File: config.mk
export PLATFORM = sky130hd
export DESIGN_NAME = fetch_unit_flat
export DESIGN_NICKNAME = d
export VERILOG_FILES = /design/src/rtl/fetch_if.sv /design/src/rtl/fetch_unit.sv /design/src/flat_wrapper.sv
export SDC_FILE = /design/constraint.sdc
export NUM_CORES = 1
export LEC_CHECK = 0
export ABC_AREA = 0
export BUFFER_PORTS_ARGS = -buffer_cell sky130_fd_sc_hd__clkbuf_2
export CAP_MARGIN = 20
export CORE_MARGIN = 1.5
export CORE_UTILIZATION = 45
export CTS_CLUSTER_SIZE = 10
export DETAILED_ROUTE_END_ITERATION = 12
export HOLD_SLACK_MARGIN = 0.06
export PLACE_DENSITY = 0.79
export SLEW_MARGIN = 40
export SYNTH_ARGS = -nofsm -noshare
export SYNTH_HDL_FRONTEND = slang
export SYNTH_SLANG_ARGS = --single-unit
File: constraint.sdc
create_clock -name clk -period 4.8 [get_ports clk]
set_clock_uncertainty 0.1 [all_clocks]
set_input_delay 0.24 -clock clk [delete_from_list [all_inputs] [get_ports clk]]
set_output_delay 0.24 -clock clk [all_outputs]
set_load 0.02 [all_outputs]
File: src/rtl/fetch_if.sv
// Fetch-stage bus bundle: instruction-memory request/response, decode handoff,
// execute-stage redirect and the sticky misalignment flag.
interface fetch_if;
    logic        imem_req_valid;
    logic        imem_req_ready;
    logic [31:0] imem_req_addr;
    logic        imem_resp_valid;
    logic [31:0] imem_resp_data;
    logic        dec_valid;
    logic        dec_ready;
    logic [31:0] dec_pc;
    logic [31:0] dec_instr;
    logic        redirect;
    logic [31:0] redirect_pc;
    logic        misaligned;

    modport master (
        output imem_req_valid, imem_req_addr,
        output dec_valid, dec_pc, dec_instr,
        output misaligned,
        input  imem_req_ready, imem_resp_valid, imem_resp_data,
        input  dec_ready, redirect, redirect_pc
    );

    modport slave (
        input  imem_req_valid, imem_req_addr,
        input  dec_valid, dec_pc, dec_instr,
        input  misaligned,
        output imem_req_ready, imem_resp_valid, imem_resp_data,
        output dec_ready, redirect, redirect_pc
    );
endinterface

File: src/rtl/fetch_unit.sv
// RV32 instruction fetch: owns the PC, keeps one imem request outstanding and
// hands {pc, instr} to decode; execute-stage redirects flush in-flight work.
//
//   state | meaning
//   REQ   | request for pc presented to imem, waiting for acceptance
//   WAIT  | request accepted, waiting for the response (kill = drop it)
//   HOLD  | instruction held for decode until dec_ready
//   HALT  | misaligned redirect seen; idle until reset
module fetch_unit #(
    parameter logic [31:0] RESET_PC = 32'h0000_0000
) (
    input  logic     clk,
    input  logic     rst,
    fetch_if.master  bus
);
    typedef enum logic [1:0] {REQ, WAIT, HOLD, HALT} state_t;

    state_t      state_q, state_d;
    logic [31:0] pc_q, pc_d;
    logic        kill_q, kill_d;
    logic        dec_valid_q, dec_valid_d;
    logic [31:0] dec_pc_q, dec_pc_d;
    logic [31:0] dec_instr_q, dec_instr_d;
    logic        mis_q, mis_d;

    always_ff @(posedge clk or posedge rst) begin
        if (rst) begin
            state_q     <= REQ;
            pc_q        <= RESET_PC;
            kill_q      <= 1'b0;
            dec_valid_q <= 1'b0;
            dec_pc_q    <= 32'h0;
            dec_instr_q <= 32'h0;
            mis_q       <= 1'b0;
        end else begin
            state_q     <= state_d;
            pc_q        <= pc_d;
            kill_q      <= kill_d;
            dec_valid_q <= dec_valid_d;
            dec_pc_q    <= dec_pc_d;
            dec_instr_q <= dec_instr_d;
            mis_q       <= mis_d;
        end
    end

    always_comb begin
        state_d     = state_q;
        pc_d        = pc_q;
        kill_d      = kill_q;
        dec_valid_d = dec_valid_q;
        dec_pc_d    = dec_pc_q;
        dec_instr_d = dec_instr_q;
        mis_d       = mis_q;

        // HALT is left only through reset, so redirects are ignored there
        if (bus.redirect && state_q != HALT) begin
            pc_d        = bus.redirect_pc;
            dec_valid_d = 1'b0;
            if (bus.redirect_pc[1:0] != 2'b00) begin
                mis_d   = 1'b1;
                kill_d  = 1'b0;
                state_d = HALT;
            end else begin
                case (state_q)
                    REQ: begin
                        if (bus.imem_req_ready) begin
                            kill_d  = 1'b1;
                            state_d = WAIT;
                        end
                    end
                    WAIT: begin
                        if (bus.imem_resp_valid) begin
                            kill_d  = 1'b0;
                            state_d = REQ;
                        end else begin
                            kill_d = 1'b1;
                        end
                    end
                    HOLD:    state_d = REQ;
                    default: ;
                endcase
            end
        end else begin
            case (state_q)
                REQ: begin
                    if (bus.imem_req_ready) state_d = WAIT;
                end
                WAIT: begin
                    if (bus.imem_resp_valid) begin
                        if (kill_q) begin
                            kill_d  = 1'b0;
                            state_d = REQ;
                        end else begin
                            dec_pc_d    = pc_q;
                            dec_instr_d = bus.imem_resp_data;
                            dec_valid_d = 1'b1;
                            state_d     = HOLD;
                        end
                    end
                end
                HOLD: begin
                    if (dec_valid_q && bus.dec_ready) begin
                        dec_valid_d = 1'b0;
                        pc_d        = pc_q + 32'd4;
                        state_d     = REQ;
                    end
                end
                default: ;
            endcase
        end
    end

    assign bus.imem_req_valid = (state_q == REQ) && !rst;
    assign bus.imem_req_addr  = pc_q;
    assign bus.dec_valid      = dec_valid_q;
    assign bus.dec_pc         = dec_pc_q;
    assign bus.dec_instr      = dec_instr_q;
    assign bus.misaligned     = mis_q;
endmodule

File: src/flat_wrapper.sv
// flat-port wrapper written by rule: the top's interface ports become plain ports
module fetch_unit_flat 
#(
    parameter logic [31:0] RESET_PC = 32'h0000_0000
)
  (clk, rst, bus_imem_req_valid, bus_imem_req_addr, bus_dec_valid, bus_dec_pc, bus_dec_instr, bus_misaligned, bus_imem_req_ready, bus_imem_resp_valid, bus_imem_resp_data, bus_dec_ready, bus_redirect, bus_redirect_pc);
  fetch_if bus_i ();
  input  logic clk;
  input  logic rst;
  output wire logic [$bits(bus_i.imem_req_valid)-1:0] bus_imem_req_valid;
  output wire logic [$bits(bus_i.imem_req_addr)-1:0] bus_imem_req_addr;
  output wire logic [$bits(bus_i.dec_valid)-1:0] bus_dec_valid;
  output wire logic [$bits(bus_i.dec_pc)-1:0] bus_dec_pc;
  output wire logic [$bits(bus_i.dec_instr)-1:0] bus_dec_instr;
  output wire logic [$bits(bus_i.misaligned)-1:0] bus_misaligned;
  input wire logic [$bits(bus_i.imem_req_ready)-1:0] bus_imem_req_ready;
  input wire logic [$bits(bus_i.imem_resp_valid)-1:0] bus_imem_resp_valid;
  input wire logic [$bits(bus_i.imem_resp_data)-1:0] bus_imem_resp_data;
  input wire logic [$bits(bus_i.dec_ready)-1:0] bus_dec_ready;
  input wire logic [$bits(bus_i.redirect)-1:0] bus_redirect;
  input wire logic [$bits(bus_i.redirect_pc)-1:0] bus_redirect_pc;
  assign bus_imem_req_valid = bus_i.imem_req_valid;
  assign bus_imem_req_addr = bus_i.imem_req_addr;
  assign bus_dec_valid = bus_i.dec_valid;
  assign bus_dec_pc = bus_i.dec_pc;
  assign bus_dec_instr = bus_i.dec_instr;
  assign bus_misaligned = bus_i.misaligned;
  assign bus_i.imem_req_ready = bus_imem_req_ready;
  assign bus_i.imem_resp_valid = bus_imem_resp_valid;
  assign bus_i.imem_resp_data = bus_imem_resp_data;
  assign bus_i.dec_ready = bus_dec_ready;
  assign bus_i.redirect = bus_redirect;
  assign bus_i.redirect_pc = bus_redirect_pc;
  fetch_unit #(.RESET_PC(RESET_PC)) u_core (.clk(clk), .rst(rst), .bus(bus_i));
endmodule
After elaboration in Yosys (flattened, before gate mapping)
Index checks and enable logic that the tools add are counted.
W data, S select, Z words.
- add/sub/neg operators: 1
- eq/ne operators: 8
- multiplexer cells: 24
- bitwise operators: 2
- reductions and logical operators: 20
- operator list (operator ; number):
    $mux W32 ; 3
    $add A32 B3 Y32 const B ; 1
    $mux W2 ; 7
    $pmux W2 S3 ; 2
    $reduce_and A4 Y1 ; 3
    $mux W1 ; 10
    $reduce_bool A2 Y1 ; 5
    $reduce_bool A4 Y1 ; 2
    $ne A3 B2 Y1 const B ; 2
    $reduce_bool A3 Y1 ; 2
    $reduce_and A5 Y1 ; 1
    $ne A4 B4 Y1 const B ; 1
    $pmux W1 S2 ; 2
    $reduce_and A2 Y1 ; 2
    $logic_and A1 B1 Y1 ; 3
    $ne A3 B1 Y1 const B ; 1
    $ne A3 B3 Y1 const B ; 1
    $eq A2 B1 Y1 const B ; 1
    $eq A2 B2 Y1 const B ; 1
    $logic_not A2 Y1 ; 1
    $ne A2 B2 Y1 const B ; 1
    $not A1 Y1 ; 2
    $logic_not A1 Y1 ; 1
- register bits after elaboration: 101
- logic and storage cells: 62

Depth between registers and ports, before layout
- word-level depth: 4
- depth in mapped cells: 7

Worst setup path after synthesis
No wires, ideal clock.
- path type: register to register
- from: register u_core.state_q[1]
- to: register u_core.pc_q[22], in the netlist u_core.bus.imem_req_addr[22]
- setup time: 0.131 ns
- arrival: 1.774 ns
- data required time: 4.569 ns
- path slack: 2.796 ns
- cell stages (with the launch flop): 8
- cell sequence: dfrtp_1 > ha_1 > a21boi_1 > or3_1 > buf_2 > buf_2 > a21boi_0 > nand3_1
- cells in the longest elaborated chain, start to end: 4
- elaborated cells between the ends (all ways): 7
- classes of those cells: 2 x eq/ne; 1 x mux; 4 x reduce/logical
- ends and longest elaborated chain (item ; RTL line ; text):
    from (decl) ; fetch_unit.sv:18 ; state_t state_q, state_d;
    from (signal assigned) ; fetch_unit.sv:36 ; state_q <= state_d;
    $ne A2 B2 Y1 ; fetch_unit.sv:56 ; if (bus.redirect && state_q != HALT) begin
    $logic_and A1 B1 Y1 ; fetch_unit.sv:56 ;
    $reduce_bool A2 Y1 (no source line) ; -- ;
    $reduce_and A2 Y1 (no source line) ; -- ;
    to (signal assigned) ; fetch_unit.sv:37 ; pc_q <= pc_d;
    to (decl) ; fetch_unit.sv:19 ; logic [31:0] pc_q, pc_d;
Parallel ways exist; a longest one is shown, timed or not.
A chain may end at the register's enable or synchronous reset.

Worst setup path after layout
- from: register u_core.state_q[1]
- to: register u_core.dec_pc_q[6], in the netlist u_core.bus.dec_pc[6]
- cells in the longest elaborated chain, start to end: 4
- elaborated cells between the ends (all ways): 5
- classes of those cells: 2 x eq/ne; 1 x bitwise; 2 x reduce/logical
- ends and longest elaborated chain (item ; RTL line ; text):
    $ne A2 B2 Y1 ; fetch_unit.sv:56 ;
    $logic_and A1 B1 Y1 ; fetch_unit.sv:56 ;
    $not A1 Y1 (no source line) ; -- ;
    $reduce_and A4 Y1 (no source line) (*) ; -- ;
    to (signal assigned) ; fetch_unit.sv:40 ; dec_pc_q <= dec_pc_d;
    to (decl) ; fetch_unit.sv:22 ; logic [31:0] dec_pc_q, dec_pc_d;
Mark *: on every way between the ends. The rest lies on a longest branch, timed or not.

==> flow_summary.yaml <==
routing:
  routedWlPerCell_um: 18.03
  ant_nets: 0
  vias_per_cell: 5.765
  drt-total-wl_um: 14070
  drcViolationCount: 0
  first_pass_iters: 6
  vias: 4497
  drtIter0Drc: 291
timing:
  setup_tns_ns: 0
  fin_crit_ns: 3.269
  hold_viol: 0
  rsz0062_at_grt: "false"
  slew_violations: 0
  slew_headroom: 0.4451
  tightest_slew_ns: 0.8306
  fmax_ghz: 0.3059
  final-setup-viol-count: 0
  finalCritPeriodShare: 0.6811
setup_path:
  worst-path-max-fanout: 42
  worstPathCellList: "ha_1 -> nor2b_4 -> nor3b_2 -> nand2_2 -> buf_4 -> mux2_2"
  critPathLaunchType: "register"
  rr_startpoint: "u_core.state_q[1]"
  worstSetupStartpoint: "u_core.state_q[1]"
  worst_ep_arrival_time_ns: 3.43
  r2r-end: "u_core.bus.dec_pc[6]"
  cp.required_ns: 4.96
  crit_type: "register to register"
  max_stage_delay_ns: 0.68
  reg2reg_slack_ns: 1.53
  endpoint: "u_core.bus.dec_pc[6]"
  end_kind: "register"
  ff2ff_path_depth: 6
  critPathSlowestCell: "nor2b_4"
power_and_ir_drop:
  peakVddDrop_mv: 0.3252
  power_density_nw_per_um2: 651.8
  p_leak_nw: 3.020
cts:
  clk_pin_slew_ns: 0.10
  clock-root-buffer: "clkbuf_8"
  postCtsSetupBuffers: 0
  clock-sinks: 101
  clock_latency_ns: 0.37
  cts_tree: "yes"
  h-tree-depth: 3
  cts_buffers: 9
  clk_path_buf_depth: 2
job:
  maxCapViolCount: 0
floorplan:
  fp.dieW_um: 108.5
  rows: 38
  dieArea_um2: 11780
  num_io_pins: 169
  fp.dieH_um: 108.5
  start_util: 0.4624
  core_um2: 10840
final_layout:
  drive_gt1_frac: 0.4047
  fin_cells: 780
  final_net_count: 710
  antenna_cells: 0
  nFillCells: 856
  area_growth_syn_to_layout_pct: 29.83
  design_area_um2: 6507
yosys:
  synth_top_area_cell: "dfrtp_1"
  synth.area.top_cells: "dfrtp_1 50%, mux2_2 12%, o21ai_0 2.4%, mux2_1 2.2%, nand2_1 2.1%"
  async_flop_share: 1.000
  seq_area_frac_synth: 0.5042
  ys_seq_elements: 101
  ys_warn_count: 0
  synth_common_cells: "101 x dfrtp_1, 55 x mux2_2, 28 x nand2_1"
  synth_fp_nets: 518
  ys_types: 60
  netlist.area_leader.share: 0.5042
  synthFlopType: "dfrtp_1"
  syn_inst: 443
  syn_area_um2: 5012
  synthMostInstantiatedCell: "dfrtp_1"
  synth-edff-count: 0
  syn_avg_cell_area_um2: 11.31
placement:
  port_buffers: 168
  gp_congestion: 0.9405
  dp.cells: 725
  hpwlAfterDp_um: 9258
  place_area_um2: 5921
global_routing:
  antenna_found_initial: 0
  grt_pass1_vias: 4360
  grt.overflow.total: 0
  grtUsageTotal: 0.2368
  grt_start_max_net_pins: 63
  grt_first_pass_wirelength_um: 21690
hold_path:
  min_from: "bus_redirect_pc[2]"
  min_path_type: "primary input to register"
  min_path_cells: 3
run_status:
  status: "finished, final reports clean"
## metal layers
layer,share of wire,GRT usage,vias up
met3,0.081,0.04943,27
met5,0,0,-
li1,-,-,2049
met1,0.41,0.2996,2218
met2,0.49,0.3967,203
met4,0.020,0.09117,0
## worst min path at each step
stage	endpoint	slack, ns
2_1_floorplan	u_core.bus.imem_req_addr[0]	0.25
3_3_place_gp	u_core.bus.dec_pc[5]	0.22
4_1_cts	u_core.bus.imem_req_addr[2]	0.08
5_1_grt	u_core.bus.imem_req_addr[9]	0.10
6_report	u_core.bus.imem_req_addr[2]	0.09
3_5_place_dp	u_core.bus.dec_pc[5]	0.22
## cell type report
class                   count  area, um^2  area share
inverters                   9       36.28    0.005576
repair buffers            211        1265      0.1944
well taps                 140       175.2     0.02692
flip-flops and latches    101        2527      0.3884
multi-input cells         303        2311      0.3551
clock inverters             5       61.31    0.009421
clock buffers              11       131.4     0.02019
## cell usage in the layout (no fill, tap or decap), types with 4 or more instances in the layout
cell             n
clkbuf_2       168
dfrtp_1        101
mux2_2          55
dlygate4sd3_1   39
nand2_1         28
o21ai_0         24
a21oi_1         18
nor2_1          16
nand4_1         13
nand3_1         12
mux2_1          10
nor3_1           9
clkbuf_8         9
and4_1           8
inv_1            8
a31oi_1          8
o22ai_1          8
nand4b_1         8
a311oi_1         7
a2bb2oi_1        6
and2_1           5
nand2b_1         5
a211oi_1         5
ha_1             5
and3_1           4
## sequential cells by signal, indices dropped and copies added, names as in the netlist
signal	cells
u_core.bus.dec_instr	32
u_core.bus.dec_pc	32
u_core.bus.imem_req_addr	32
u_core.state_q	2
u_core.bus.dec_valid	1
u_core.bus.misaligned	1
u_core.kill_q	1
## report_power, final
group	internal [W]	switching, W
Sequential	0.00124	0.000409
Clock	0.000244	0.000297
Combinational	0.000823	0.00123
Total	0.00231	0.00193
## worst max-delay path, delay by kind of cell (launching register included)
| kind | cells | cell delay, ns |
|---|---|---|
| adders and majority gates | 1 | 0.29 |
| and+or+nand+nor | 3 | 1.28 |
| buffers and inverters | 1 | 0.56 |
| DFF | 1 | 0.48 |
| muxes | 1 | 0.40 |
## cells by family after synthesis
family	Yosys count	synth area share
AOI/OAI and AO/OA	103	0.1383
DFF	101	0.5042
adders and majority gates	5	0.01248
muxes	67	0.1500
and+or+nand+nor	128	0.1593
buffers and inverters	39	0.03570
## timing repair
| item | 4_1_cts | 5_1_grt |
|---|---|---|
| endpoints found under the hold margin | 77 | 0 |
| gates resized for setup | 0 | 0 |
| hold buffers | 39 | 0 |
## through the flow
step	total power, W	utilization	hold slack (ns)	setup WS [ns]
6_report	0.004242	0.6003	0.09133	1.531
5_1_grt	0.004511	0.6003	0.1011	1.355
4_1_cts	0.004240	0.6000	0.08039	1.541
3_5_place_dp	0.003663	0.5462	0.2190	1.601
3_3_place_gp	0.003574	0.5462	0.2185	1.733
2_1_floorplan	0.002984	-	0.2454	1.813
Power figures use the tool's default switching activity.
